`config.mk`:
```
export PLATFORM = sky130hd
export DESIGN_NAME = player_fsm
export DESIGN_NICKNAME = d
export VERILOG_FILES = /design/src/rtl/player_fsm.sv
export SDC_FILE = /design/constraint.sdc
export NUM_CORES = 1
export LEC_CHECK = 0
export CAP_MARGIN = 10
export CORE_MARGIN = 2
export CORE_UTILIZATION = 30
export CTS_CLUSTER_DIAMETER = 200
export DETAILED_ROUTE_END_ITERATION = 12
export SYNTH_ARGS = -nofsm -noshare
export SYNTH_HDL_FRONTEND = slang
export SYNTH_SLANG_ARGS = --single-unit
```
`constraint.sdc`:
```
create_clock -name vga_clk -period 7.2 [get_ports vga_clk]
set_input_delay 1.8 -clock vga_clk [delete_from_list [all_inputs] [get_ports vga_clk]]
set_output_delay 1.8 -clock vga_clk [all_outputs]
set_load 0.005 [all_outputs]
```
`src/rtl/player_fsm.sv`:
```
// Fighting-game player controller: walk, neutral/directional attacks and
// hit/block stun, all paced by the per-frame tick.
module player_fsm #(
  parameter int unsigned IS_P2    = 0,
  parameter logic [9:0]  START_X  = 10'd128,
  parameter int unsigned SPD_FWD  = 3,
  parameter int unsigned SPD_BACK = 2,
  parameter int unsigned T_NSU    = 5,
  parameter int unsigned T_NACT   = 2,
  parameter int unsigned T_NREC   = 16,
  parameter int unsigned T_DSU    = 4,
  parameter int unsigned T_DACT   = 3,
  parameter int unsigned T_DREC   = 15,
  parameter int unsigned T_HIT    = 15,
  parameter int unsigned T_BLK    = 3
) (
  input  logic       vga_clk,
  input  logic       rst_n,
  input  logic       frame_tick,
  input  logic       btn_left,
  input  logic       btn_right,
  input  logic       btn_attack,
  input  logic       got_hit,
  input  logic       got_blocked,
  input  logic [9:0] opponent_x,
  output logic [9:0] player_x,
  output logic [3:0] player_state
);

  typedef enum logic [3:0] {
    IDLE       = 4'd0,
    MOVE_FWD   = 4'd1,
    MOVE_BACK  = 4'd2,
    N_STARTUP  = 4'd3,
    N_ACTIVE   = 4'd4,
    N_RECOVERY = 4'd5,
    D_STARTUP  = 4'd6,
    D_ACTIVE   = 4'd7,
    D_RECOVERY = 4'd8,
    HITSTUN    = 4'd9,
    BLOCKSTUN  = 4'd10
  } state_t;

  localparam bit                 P2 = (IS_P2 != 0);
  localparam logic signed [11:0] SF = 12'(SPD_FWD);
  localparam logic signed [11:0] SB = 12'(SPD_BACK);

  // Zero-length phases still occupy one frame; oversize values saturate.
  function automatic logic [7:0] dur(input int unsigned t);
    if (t == 0)        return 8'd1;
    else if (t > 255)  return 8'd255;
    else               return 8'(t);
  endfunction

  function automatic logic [9:0] clamp_x(input logic signed [11:0] v);
    if (v < 12'sd0)        return '0;
    else if (v > 12'sd576) return 10'd576;
    else                   return v[9:0];
  endfunction

  state_t     state_q;
  logic [9:0] x_q;
  logic [7:0] cnt_q;
  logic       atk_prev_q;

  logic              fwd_btn, back_btn, atk_edge, last;
  logic signed [11:0] xs, os, lim, step_f, fwd_raw, back_raw;
  logic [9:0]        fwd_x_d, back_x_d;

  assign fwd_btn  = P2 ? btn_left  : btn_right;
  assign back_btn = P2 ? btn_right : btn_left;
  assign atk_edge = btn_attack & ~atk_prev_q;
  assign last     = (cnt_q <= 8'd1);

  // A forward limit behind the current position (overlap) freezes x.
  always_comb begin
    xs     = signed'({2'b00, x_q});
    os     = signed'({2'b00, opponent_x});
    lim    = '0;
    step_f = '0;
    if (!P2) begin
      lim    = os - 12'sd64;
      step_f = xs + SF;
      if (lim < xs)          fwd_raw = xs;
      else if (step_f < lim) fwd_raw = step_f;
      else                   fwd_raw = lim;
      back_raw = xs - SB;
    end else begin
      lim    = os + 12'sd64;
      step_f = xs - SF;
      if (lim > xs)          fwd_raw = xs;
      else if (step_f > lim) fwd_raw = step_f;
      else                   fwd_raw = lim;
      back_raw = xs + SB;
    end
    fwd_x_d  = clamp_x(fwd_raw);
    back_x_d = clamp_x(back_raw);
  end

  always_ff @(posedge vga_clk or negedge rst_n) begin
    if (!rst_n) begin
      state_q    <= IDLE;
      x_q        <= START_X;
      cnt_q      <= '0;
      atk_prev_q <= 1'b0;
    end else begin
      if (frame_tick) atk_prev_q <= btn_attack;
      if (got_hit) begin
        state_q <= HITSTUN;
        cnt_q   <= dur(T_HIT);
      end else if (got_blocked) begin
        state_q <= BLOCKSTUN;
        cnt_q   <= dur(T_BLK);
      end else if (frame_tick) begin
        case (state_q)
          IDLE, MOVE_FWD, MOVE_BACK: begin
            if (atk_edge && (fwd_btn ^ back_btn)) begin
              state_q <= D_STARTUP;
              cnt_q   <= dur(T_DSU);
            end else if (atk_edge) begin
              state_q <= N_STARTUP;
              cnt_q   <= dur(T_NSU);
            end else if (fwd_btn && !back_btn) begin
              state_q <= MOVE_FWD;
              x_q     <= fwd_x_d;
            end else if (back_btn && !fwd_btn) begin
              state_q <= MOVE_BACK;
              x_q     <= back_x_d;
            end else begin
              state_q <= IDLE;
            end
          end
          N_STARTUP:
            if (last) begin state_q <= N_ACTIVE; cnt_q <= dur(T_NACT); end
            else cnt_q <= cnt_q - 8'd1;
          N_ACTIVE:
            if (last) begin state_q <= N_RECOVERY; cnt_q <= dur(T_NREC); end
            else cnt_q <= cnt_q - 8'd1;
          D_STARTUP:
            if (last) begin state_q <= D_ACTIVE; cnt_q <= dur(T_DACT); end
            else cnt_q <= cnt_q - 8'd1;
          D_ACTIVE:
            if (last) begin state_q <= D_RECOVERY; cnt_q <= dur(T_DREC); end
            else cnt_q <= cnt_q - 8'd1;
          N_RECOVERY, D_RECOVERY, HITSTUN, BLOCKSTUN:
            if (last) begin state_q <= IDLE; cnt_q <= '0; end
            else cnt_q <= cnt_q - 8'd1;
          default: begin
            state_q <= IDLE;
            cnt_q   <= '0;
          end
        endcase
      end
    end
  end

  assign player_x     = x_q;
  assign player_state = state_q;

endmodule

```
Yosys cells after proc, flatten, opt, wreduce, memory -nomap -nowiden
Index checks and enable logic that the tools add are counted.
Word-level totals
  output and inout port bits: 14
  logic and storage cells: 83
  register bits: 23
Cells by class
  bitwise operators: 7
  add/subtract/negate cells: 4
  multiplexer cells: 32
  reduce and logical (&&, ||, !) cells: 13
  magnitude comparators: 7
  eq/ne operators: 16
Operators with widths (number)
  $mux W8: 10
  $mux W10: 6
  $pmux W8 S6: 1
  $mux W4: 8
  $mux W12: 2
  $pmux W4 S6: 1
  $ne A4 B4 Y1 const B: 5
  $eq A4 B3 Y1 const B: 4
  $eq A4 B4 Y1 const B: 3
  $gt A12 B11 Y1 const B: 1
  $lt A12 B1 Y1 const B: 1
  $lt A12 B11 Y1: 1
  $add A10 B2 Y11 const B: 1
  $gt A11 B11 Y1 const B: 1
  $lt A11 B1 Y1 const B: 1
  $lt A11 B11 Y1: 1
  $sub A10 B2 Y11 const B: 1
  $sub A10 B7 Y11 const B: 1
  $eq A4 B2 Y1 const B: 2
  $le A8 B1 Y1 const B: 1
  $sub A8 B1 Y8 const B: 1
  $reduce_and A7 Y1: 1
  $mux W2: 3
  $reduce_and A6 Y1: 1
  14 further kinds: 21

Longest topological paths before layout
Gate-level depths: netlist of the first run.
  depth after elaboration: 10
  depth in mapped cells: 21

Worst setup path after synthesis of the first run
OpenSTA, ideal clock, no wires.
  kind: input-to-reg
  start: input port opponent_x[7]
  end: register x_q[6], in the netlist player_x[6]
  arrival: 4.872 ns
  required time: 7.071 ns
  path slack: 2.198 ns
  stages: 15
  cell sequence: nor3_1 xor2_1 inv_1 ha_1 nand2_1 a211oi_1 nor2_1 ha_1 clkbuf_1 clkbuf_1 mux2i_1 nand3_1 o21ai_0 a21oi_4 o41a_1
On the way
  longest elaborated chain between the ends: 8
RTL lines
  start, declared: line 25  | input logic [9:0] opponent_x,
  $sub A10 B7 Y11 *: line 82  | lim = os - 12'sd64;
  $lt A12 B11 Y1: line 85  | else if (step_f < lim) fwd_raw = step_f;
  $mux W12: line 85
  $mux W12 *: line 84  | if (lim < xs) fwd_raw = xs;
  $gt A12 B11 Y1: line 57  | else if (v > 12'sd576) return 10'd576;
  $mux W10: line 57
  $mux W10 *: line 56  | if (v < 12'sd0) return '0;
  $mux W10 *: line 123  | end else if (fwd_btn && !back_btn) begin
  end signal, assigned: line 125  | x_q <= fwd_x_d;
  end signal, assigned: line 128  | x_q <= back_x_d;
  end, declared: line 62  | logic [9:0] x_q;
Mark *: on every way between the ends. The rest lies on a longest branch, timed or not.
A chain may end at the register's enable or synchronous reset.

Worst setup path after layout of the first run
  start: input port opponent_x[8]
  end: register x_q[6], in the netlist player_x[6]
Same word-level chain as after synthesis.

==> results of run 1 <==
==> cell usage after synthesis (2+ instances only) <==
cell type / count / area share, %
a2111o_1: 2 / 0.82
a211oi_1: 2 / 0.55
a21boi_0: 2 / 0.55
a21o_1: 2 / 0.55
a21oi_1: 29 / 5.3
a22oi_1: 4 / 1.1
a31oi_1: 4 / 0.91
a32oi_1: 2 / 0.64
a41o_1: 2 / 0.73
buf_2: 6 / 1.1
buf_4: 2 / 0.55
clkbuf_1: 5 / 0.68
dfrtp_1: 22 / 20
ha_1: 29 / 13
inv_1: 35 / 4.8
mux2_2: 4 / 1.6
mux2i_1: 10 / 3.6
nand2_1: 29 / 4.0
nand2b_1: 3 / 0.68
nand3_1: 7 / 1.3
nand3b_1: 2 / 0.55
nand4_1: 2 / 0.45
nand4b_1: 2 / 0.64
nor2_1: 29 / 4.0
nor2b_1: 3 / 0.68
nor3_1: 13 / 2.4
nor4_1: 6 / 1.4
nor4b_1: 2 / 0.64
o211ai_1: 2 / 0.55
o21ai_0: 29 / 5.3
o22a_1: 2 / 0.64
o22ai_1: 2 / 0.45
o31ai_1: 6 / 1.6
o32a_1: 2 / 0.73
o41ai_1: 5 / 1.6
xnor2_1: 10 / 3.2
xor2_1: 2 / 0.64
==> critical path, stage by stage <==
cell and delay (ns):
clkdlybuf4s50_1 0.47, nor3_1 0.23, xor2_1 0.40, inv_1 0.09, ha_1 0.31, nand2_1 0.05, a211oi_1 0.21, nor2_1 0.09
ha_1 0.66, inv_1 0.19, nor4_1 0.28, a41o_1 0.13, nand3_1 0.07, o21ai_0 0.32, a21oi_4 0.15, o41a_1 0.39
==> through the flow <==
step                setup WS (ns)  cells
global route                 1.00    480
finish                       1.51    480
CTS                          1.52    479
global placement             1.42    475
floorplan                    2.20    349
detailed placement           1.24    475
==> flip-flops by register name, indices dropped and copies added (netlist names) <==
name          count
cnt_q             8
atk_prev_q        1
player_x         10
player_state      4
==> layer usage <==
metal	track usage, %	part of all wire, %
met3	1.97	3.9
met5	0	0
met2	26.2	48
met4	4.64	2.1
met1	19.9	46
==> worst max path at each step <==
| stage | slack (ns) | from | endpoint |
|---|---|---|---|
| CTS | 1.52 | opponent_x[8] | player_x[1] |
| global placement | 1.42 | opponent_x[6] | player_x[6] |
| floorplan | 2.20 | opponent_x[7] | player_x[6] |
| finish | 1.51 | opponent_x[8] | player_x[6] |
| detailed placement | 1.24 | opponent_x[8] | player_x[6] |
| global route | 1.00 | opponent_x[8] | player_x[0] |
==> final cells by class <==
cell class	count	area, sq um
clock buffers	3	41.3
clock inverters	1	5.00
fillers	912	5610
inverters	35	131
multi-input cells	278	1980
flip-flops and latches	23	577
well taps	108	135
repair buffers	32	325
==> kinds of logic after synthesis <==
logic type / synth area share, %
and+or+nand+nor: 22.3
DFF: 21.0
muxes: 5.82
xor gates and xnor gates: 3.82
AOI/OAI and AO/OA: 26.4
adders and majority gates: 13.6
buffers and inverters: 7.10
==> power groups by stage <==
stage          registers, uW  logic, uW  clock network, uW
2_1_floorplan            142       86.2                  0
3_3_place_gp             147        119                  0
3_5_place_dp             147        121                  0
4_1_cts                  144        122               89.4
5_1_grt                  146        138               94.9
6_report                 145        122               84.7
==> impl_metrics.tcl, run 1 <==
set metrics [dict create \
    period_minus_slack_ns 5.69 \
    drc_errors 0 \
    ys_ff_latch 23 \
    final_cell_mix "35 x inv_1, 31 x clkdlybuf4s50_1" \
    syn_area_per_cell_sq_um 7.88 \
    min_path_cells 1 \
    dieHeight_um 99.7 \
    worstPathRequired_ns 7.36 \
    synthDistinctLibCells 66 \
    fmax_mhz 176 \
    r2r_end "player_x[6]" \
    die_w_um 99.7 \
    antennaDiodeCount 0 \
    grt-ovfl-total 0 \
    switchingPower_uw 123 \
    gp_congestion 0.898 \
    fin_area_sq_um 3190 \
    power_leakage_uw 0.00130 \
    dr.first_iter.drc_count 155 \
    cts_max_level 1 \
    initial_utilization_pct 31.2 \
    cts_tree "built" \
    vdd_drop_max_uv 118 \
    yosys_warnings 0 \
    ys.flop_type "dfrtp_1" \
    path_clk_slew_ns 0.09 \
    grt_pass1_wl_um 12600 \
    rows 34 \
    finalCritPeriodShare_pct 79.1 \
    setup-tns-final_ns 0 \
    drv_cap 0 \
    synth_cells 349 \
    tightest_slew_ns 0.844 \
    cts_setup_buffers 0 \
    coreArea_sq_um 8810 \
    p_per_area_nw_per_um2 110 \
    port_buffers 31 \
    crit_type "in -> reg" \
    p_total_uw 352 \
    final_common_cell "inv_1" \
    track_usage_pct 15.2 \
    outcome "completed" \
    r2r_start "player_x[1]" \
    fin_skew_ns 0.00460 \
    hold_end "cnt_q[5]" \
    wire_per_inst_um 15.4 \
    routed_wl_um 7400 \
    power.share.clock_pct 24.1 \
    dieArea_sq_um 9950 \
    rsz0062_at_grt "false" \
    worstHoldStart "cnt_q[5]" \
    cts_hold_buf 0 \
    final_layout_size_suffix_gt1_share_pct 6.45 \
    cts_sinks 23 \
    hold_violations 0 \
    antenna_found_initial 0 \
    ant_nets 0 \
    fin_hold_ws_ns 0.484 \
    reg2regPathDepth 20 \
    drt-vias-per-instance 5.54 \
    worstHoldPathType "reg -> reg" \
    clock_latency_ns 0.27 \
    cp-end-kind "flip-flop" \
    drt-pass1-iter-count 4 \
    clock_path_buffers 2 \
    grt_pass1_vias 2569 \
    ys_seq_area_share_pct 21.0 \
    num_vias 2657 \
    fin_util_pct 36.3 \
    finalSetupViolCount 0 \
    cts_resized 0 \
    synth-edff-count 0 \
    synthesis.area_sq_um 2750 \
    crit_arrival_ns 5.85 \
    synthesis.nets 396 \
    dpl_cell_area_sq_um 3130 \
    reg2reg_slack_ns 2.22 \
    combinationalPowerShare_pct 34.8 \
    syn_to_final_growth_pct 16.1 \
    internal-power_uw 228 \
    start_kind "input pin" \
    pwr-share-seq_pct 41.1 \
    cts_root_buffer "clkbuf_8" \
    drv_slew 0 \
    critPathMaxFanout 16 \
    synthArstFlopShare_pct 100 \
    boundaryPins 32 \
    slew_headroom_pct 43.3 \
    cts_made_buffers 3 \
    hpwl_um 5700 \
    grt_max_degree 24 \
    nNetsFinal 420 \
    p_sw_share_pct 35.0 \
]
Power figures use the tool's default switching activity.
==> inputs of run 2 (changes only) <==
- clock period: 7.2 -> 5.32 ns (I/O delays scaled with it)
==> run 2 against run 1 <==
Net effect:
- sequential share of layout area fell by 0.20 points
- sequential power rose by 35%
- clock-buffer cell count did not move
- hold slack improved by 0.0063 ns
- critical path type unchanged
- largest power group unchanged
==> impl_metrics.tcl, run 2 (synthesized netlist as in run 1, its figures left out) <==
set metrics [dict create \
    finalCritPeriodShare_pct 90.2 \
    worstPathRequired_ns 5.48 \
    ant_nets 0 \
    gp_congestion 0.885 \
    finalSetupViolCount 0 \
    clock_latency_ns 0.27 \
    fin_skew_ns 0.00564 \
    antenna_found_initial 0 \
    initial_utilization_pct 31.2 \
    clock_path_buffers 2 \
    num_vias 2679 \
    cts_made_buffers 3 \
    grtUsageMet3_pct 1.83 \
    coreArea_sq_um 8810 \
    dr.first_iter.drc_count 121 \
    nNetsFinal 423 \
    start_kind "input pin" \
    dpl_cell_area_sq_um 3150 \
    syn_to_final_growth_pct 17.4 \
    cts_setup_buffers 0 \
    boundaryPins 32 \
    hpwl_um 5760 \
    drt-vias-per-instance 5.55 \
    die_w_um 99.7 \
    rows 34 \
    grt-ovfl-total 0 \
    grtUsageMet1_pct 20.6 \
    power.share.clock_pct 24.3 \
    wire_per_inst_um 15.3 \
    cp_top_family "compound AO/OA/AOI/OAI gates" \
    cts_tree "built" \
    combinationalPowerShare_pct 35.0 \
    busiest_layer "met2" \
    fmax_mhz 208 \
    crit_buf_inv 3 \
    grt_pass1_wl_um 12500 \
    switchingPower_uw 169 \
    p_per_area_nw_per_um2 149 \
    multi_input_area_sq_um 1980 \
    grtUsageMet2_pct 26.1 \
    hold_violations 0 \
    tightest_slew_ns 0.863 \
    cp-end-kind "flip-flop" \
    drt-pass1-iter-count 5 \
    outcome "completed" \
    n_fill_cell 905 \
    routed_wl_um 7400 \
    dieArea_sq_um 9950 \
    port_buffers 31 \
    crit_type "in -> reg" \
    register_area_sq_um 577 \
    cts_root_buffer "clkbuf_8" \
    dieHeight_um 99.7 \
    grt_pass1_vias 2587 \
    period_minus_slack_ns 4.80 \
    p_sw_share_pct 35.2 \
    cts_sinks 23 \
    final_common_cell "inv_1" \
    setup-tns-final_ns 0 \
    drv_cap 0 \
    cts_resized 0 \
    worstHoldPathType "reg -> reg" \
    cts_max_level 1 \
    crit_arrival_ns 4.96 \
    rsz0062_at_grt "false" \
    pwr-share-seq_pct 40.7 \
    cts_hold_buf 0 \
    final_layout_size_suffix_gt1_share_pct 7.20 \
    vdd_drop_max_uv 119 \
    largest_reg_flops 10 \
    grt_max_degree 24 \
    power_leakage_uw 0.00132 \
    cpPeakStageDelay_ns 0.52 \
    critPathMaxFanout 12 \
    final_cell_mix "35 x inv_1, 31 x clkdlybuf4s50_1" \
    antennaDiodeCount 0 \
    drc_errors 0 \
    track_usage_pct 15.2 \
    critPathSlowestCell "clkdlybuf4s50_1" \
    drv_slew 0 \
    internal-power_uw 312 \
    slew_headroom_pct 42.0 \
    path_cells "clkdlybuf4s50_1, inv_1, ha_1, a21boi_0, o21a_1, o21ai_0, a21oi_1, o211ai_1, a211oi_1, nor2_1, ha_1, buf_4, mux2i_1, nand3_1, o21ai_0, a21oi_4, o41ai_1" \
    path_clk_slew_ns 0.09 \
    fin_area_sq_um 3230 \
]
==> run 2: cell count changes in the layout (fill, tap and decap cells not counted) <==
| cell | change |
|---|---|
| buf_16 | +1 |
| buf_8 | -1 |
| buf_4 | +3 |
==> run 2: path summary, 6_finish.rpt <==
kind	slack (ns)	cells after the start	startpoint	endpoint
setup / recovery	0.52	17	opponent_x[1]	player_x[0]
hold / removal	0.49	1	cnt_q[5]	cnt_q[5]
setup reg to reg	0.75	19	player_x[1]	player_x[0]
hold reg to reg	0.49	1	cnt_q[5]	cnt_q[5]
max in group asynchronous	3.41	2	rst_n	player_x[7]
min in group asynchronous	1.39	1	rst_n	cnt_q[5]
==> run 2: per-layer routing <==
metal,vias up,share of wire (%)
met1,1254,46
met3,12,3.7
met5,-,0
met2,73,50
met4,0,1.1
li1,1340,-
==> run 2: power groups by stage <==
stage          Clock, uW  Combinational [uW]  Sequential [uW]
3_5_place_dp           0                 166              199
3_3_place_gp           0                 163              199
5_1_grt              128                 189              197
2_1_floorplan          0                 117              192
6_report             117                 168              196
4_1_cts              121                 167              196
==> run 2: cell type report <==
type	instances	share of cell area, %
well taps	108	4.19
clock buffers	3	1.28
repair buffers	35	11.2
flip-flops and latches	23	17.9
multi-input cells	278	61.3
clock inverters	1	0.155
inverters	35	4.07
==> run 2: stage by stage <==
stage	setup WS, ns	utilization (%)	std cells	power [uW]	hold WS [ns]
2_1_floorplan	0.788	-	349	309	0.446
3_3_place_gp	0.341	35.8	478	362	0.477
3_5_place_dp	0.256	35.8	478	365	0.478
4_1_cts	0.550	36.3	482	484	0.489
5_1_grt	0.198	36.7	483	515	0.525
6_report	0.519	36.7	483	481	0.490
==> inputs of run 3 (changes only) <==
- GPL_TIMING_DRIVEN: not set -> 0
- clock period: 5.32 -> 4.27 ns (I/O delays scaled with it)
==> run 3 against run 2 <==
Net effect:
- sequential power rose by 21%
- hold slack got worse by 0.0028 ns
- largest power group is now combinational logic
- clock skew rose by 0.0074 ns
- via count up 3.6%
- highest routed layer unchanged
- critical path type unchanged
- clock-buffer cell count stayed put
- sequential cell count did not move
- global-route usage decreased by 0.097 points
- clock power is 21% higher
==> impl_metrics.tcl, run 3 (synthesized netlist as in run 1, its figures left out) <==
set metrics [dict create \
    outcome "completed" \
    cp-end-kind "flip-flop" \
    clock_latency_ns 0.27 \
    final_layout_size_suffix_gt1_share_pct 15.8 \
    reg2reg_slack_ns 0.25 \
    worstHoldPathType "reg -> reg" \
    fin_ws_ns 0.127 \
    finalSetupViolCount 0 \
    drv_slew 0 \
    dieHeight_um 99.7 \
    cts_max_level 1 \
    grt_max_degree 24 \
    cts_tree "built" \
    crit_arrival_ns 4.27 \
    gp_congestion 0.882 \
    ant_nets 0 \
    num_vias 2775 \
    drv_cap 0 \
    cts_hold_buf 0 \
    dieArea_sq_um 9950 \
    n_fill_cell 917 \
    path_clk_slew_ns 0.10 \
    largest_reg_flops 10 \
    port_buffers 31 \
    hpwl_um 5730 \
    grt_pass1_wl_um 12500 \
    fin_cells 501 \
    dr.first_iter.drc_count 158 \
    wire_per_inst_um 15.3 \
    grt-ovfl-total 0 \
    cts_root_buffer "clkbuf_8" \
    setup-tns-final_ns 0 \
    critPathMaxFanout 7 \
    fin_skew_ns 0.0131 \
    cts_sinks 23 \
    final_common_cell "inv_1" \
    track_usage_pct 15.1 \
    initial_utilization_pct 31.2 \
    start_kind "input pin" \
    fin_util_pct 40.0 \
    drt-vias-per-instance 5.54 \
    tightest_slew_ns 0.900 \
    grt_pass1_vias 2646 \
    place_inst 488 \
    p_per_area_nw_per_um2 178 \
    final_cell_mix "34 x inv_1, 29 x nand2_1, 28 x nor2_1, 28 x a21oi_1, 28 x ha_1" \
    routed_wl_um 7650 \
    finalCritPeriodShare_pct 97.0 \
    preCtsSetupSlack_ns -1.26 \
    rsz0062_at_grt "false" \
    boundaryPins 32 \
    period_minus_slack_ns 4.14 \
    syn_to_final_growth_pct 28.0 \
    hold_violations 0 \
    worstPathRequired_ns 4.40 \
    clock_path_buffers 2 \
    crit_type "in -> reg" \
    drt-pass1-iter-count 4 \
    cts_made_buffers 3 \
    antenna_found_initial 0 \
    rows 34 \
    slew_headroom_pct 39.5 \
    drc_errors 0 \
    vdd_drop_max_uv 131 \
    coreArea_sq_um 8810 \
    nNetsFinal 441 \
    fmax_mhz 241 \
    die_w_um 99.7 \
    power_leakage_uw 0.00146 \
    antennaDiodeCount 0 \
]
-- run 3: power breakdown --
part / total [uW] / internal [uW] / leakage (uW) / switching (uW)
clock: 142 / 65.3 / 0.0000255 / 77.0
sequential: 237 / 227 / 0.000280 / 10.5
combinational: 247 / 113 / 0.00116 / 135
-- run 3: critical path, cell delays in order --
cell and delay (ns):
clkdlybuf4s50_1 0.50, inv_1 0.05, ha_1 0.30, ha_1 0.33, a21oi_1 0.22, a211oi_2 0.10, nor2_2 0.18, ha_4 0.26
inv_2 0.11, nor3_1 0.06, a2111o_1 0.41, mux2_2 0.32, a21oi_4 0.25, o41ai_2 0.12
-- run 3: final timing paths --
path,start,to,cells after the start
max in group asynchronous,rst_n,player_x[7],2
max reg2reg,player_x[0],player_x[4],17
min reg2reg,cnt_q[5],cnt_q[5],1
min,cnt_q[5],cnt_q[5],1
max,opponent_x[7],player_x[4],14
min in group asynchronous,rst_n,cnt_q[5],1
-- run 3: layout make-up --
class                   instances  area, sq um  area share (%)
multi-input cells             279         2130            60.5
flip-flops and latches         23          579            16.5
repair buffers                 40          417            11.8
well taps                     108          135            3.84
inverters                      35          131            3.73
plain buffers                  12         81.3            2.31
clock buffers                   3         41.3            1.17
clock inverters                 1         5.00           0.142
-- run 3: per-layer routing --
layer  global-route usage (%)  part of all wire [%]  vias to the layer above
li1                         -                     -                     1372
met1                     20.2                    46                     1328
met2                     25.9                    49                       65
met3                     1.34                   3.2                       10
met4                     4.64                   1.4                        0
met5                        0                     0                        -
-- run 3: through the flow --
| step | hold slack [ns] | instance area, sq um | power [uW] |
|---|---|---|---|
| 2_1_floorplan | 0.446 | 2750 | 385 |
| 3_3_place_gp | 0.475 | 3200 | 451 |
| 3_5_place_dp | 0.478 | 3200 | 456 |
| 4_1_cts | 0.492 | 3430 | 623 |
| 5_1_grt | 0.520 | 3520 | 670 |
| 6_report | 0.487 | 3520 | 627 |
-- run 3: repair_timing --
| action | in CTS | in global routing |
|---|---|---|
| cloned | 1 | 0 |
| endpoints found under the setup margin | 10 | 9 |
| setup buffers | 6 | 2 |
| gates resized for setup | 25 | 11 |
| pin swaps | 9 | 6 |
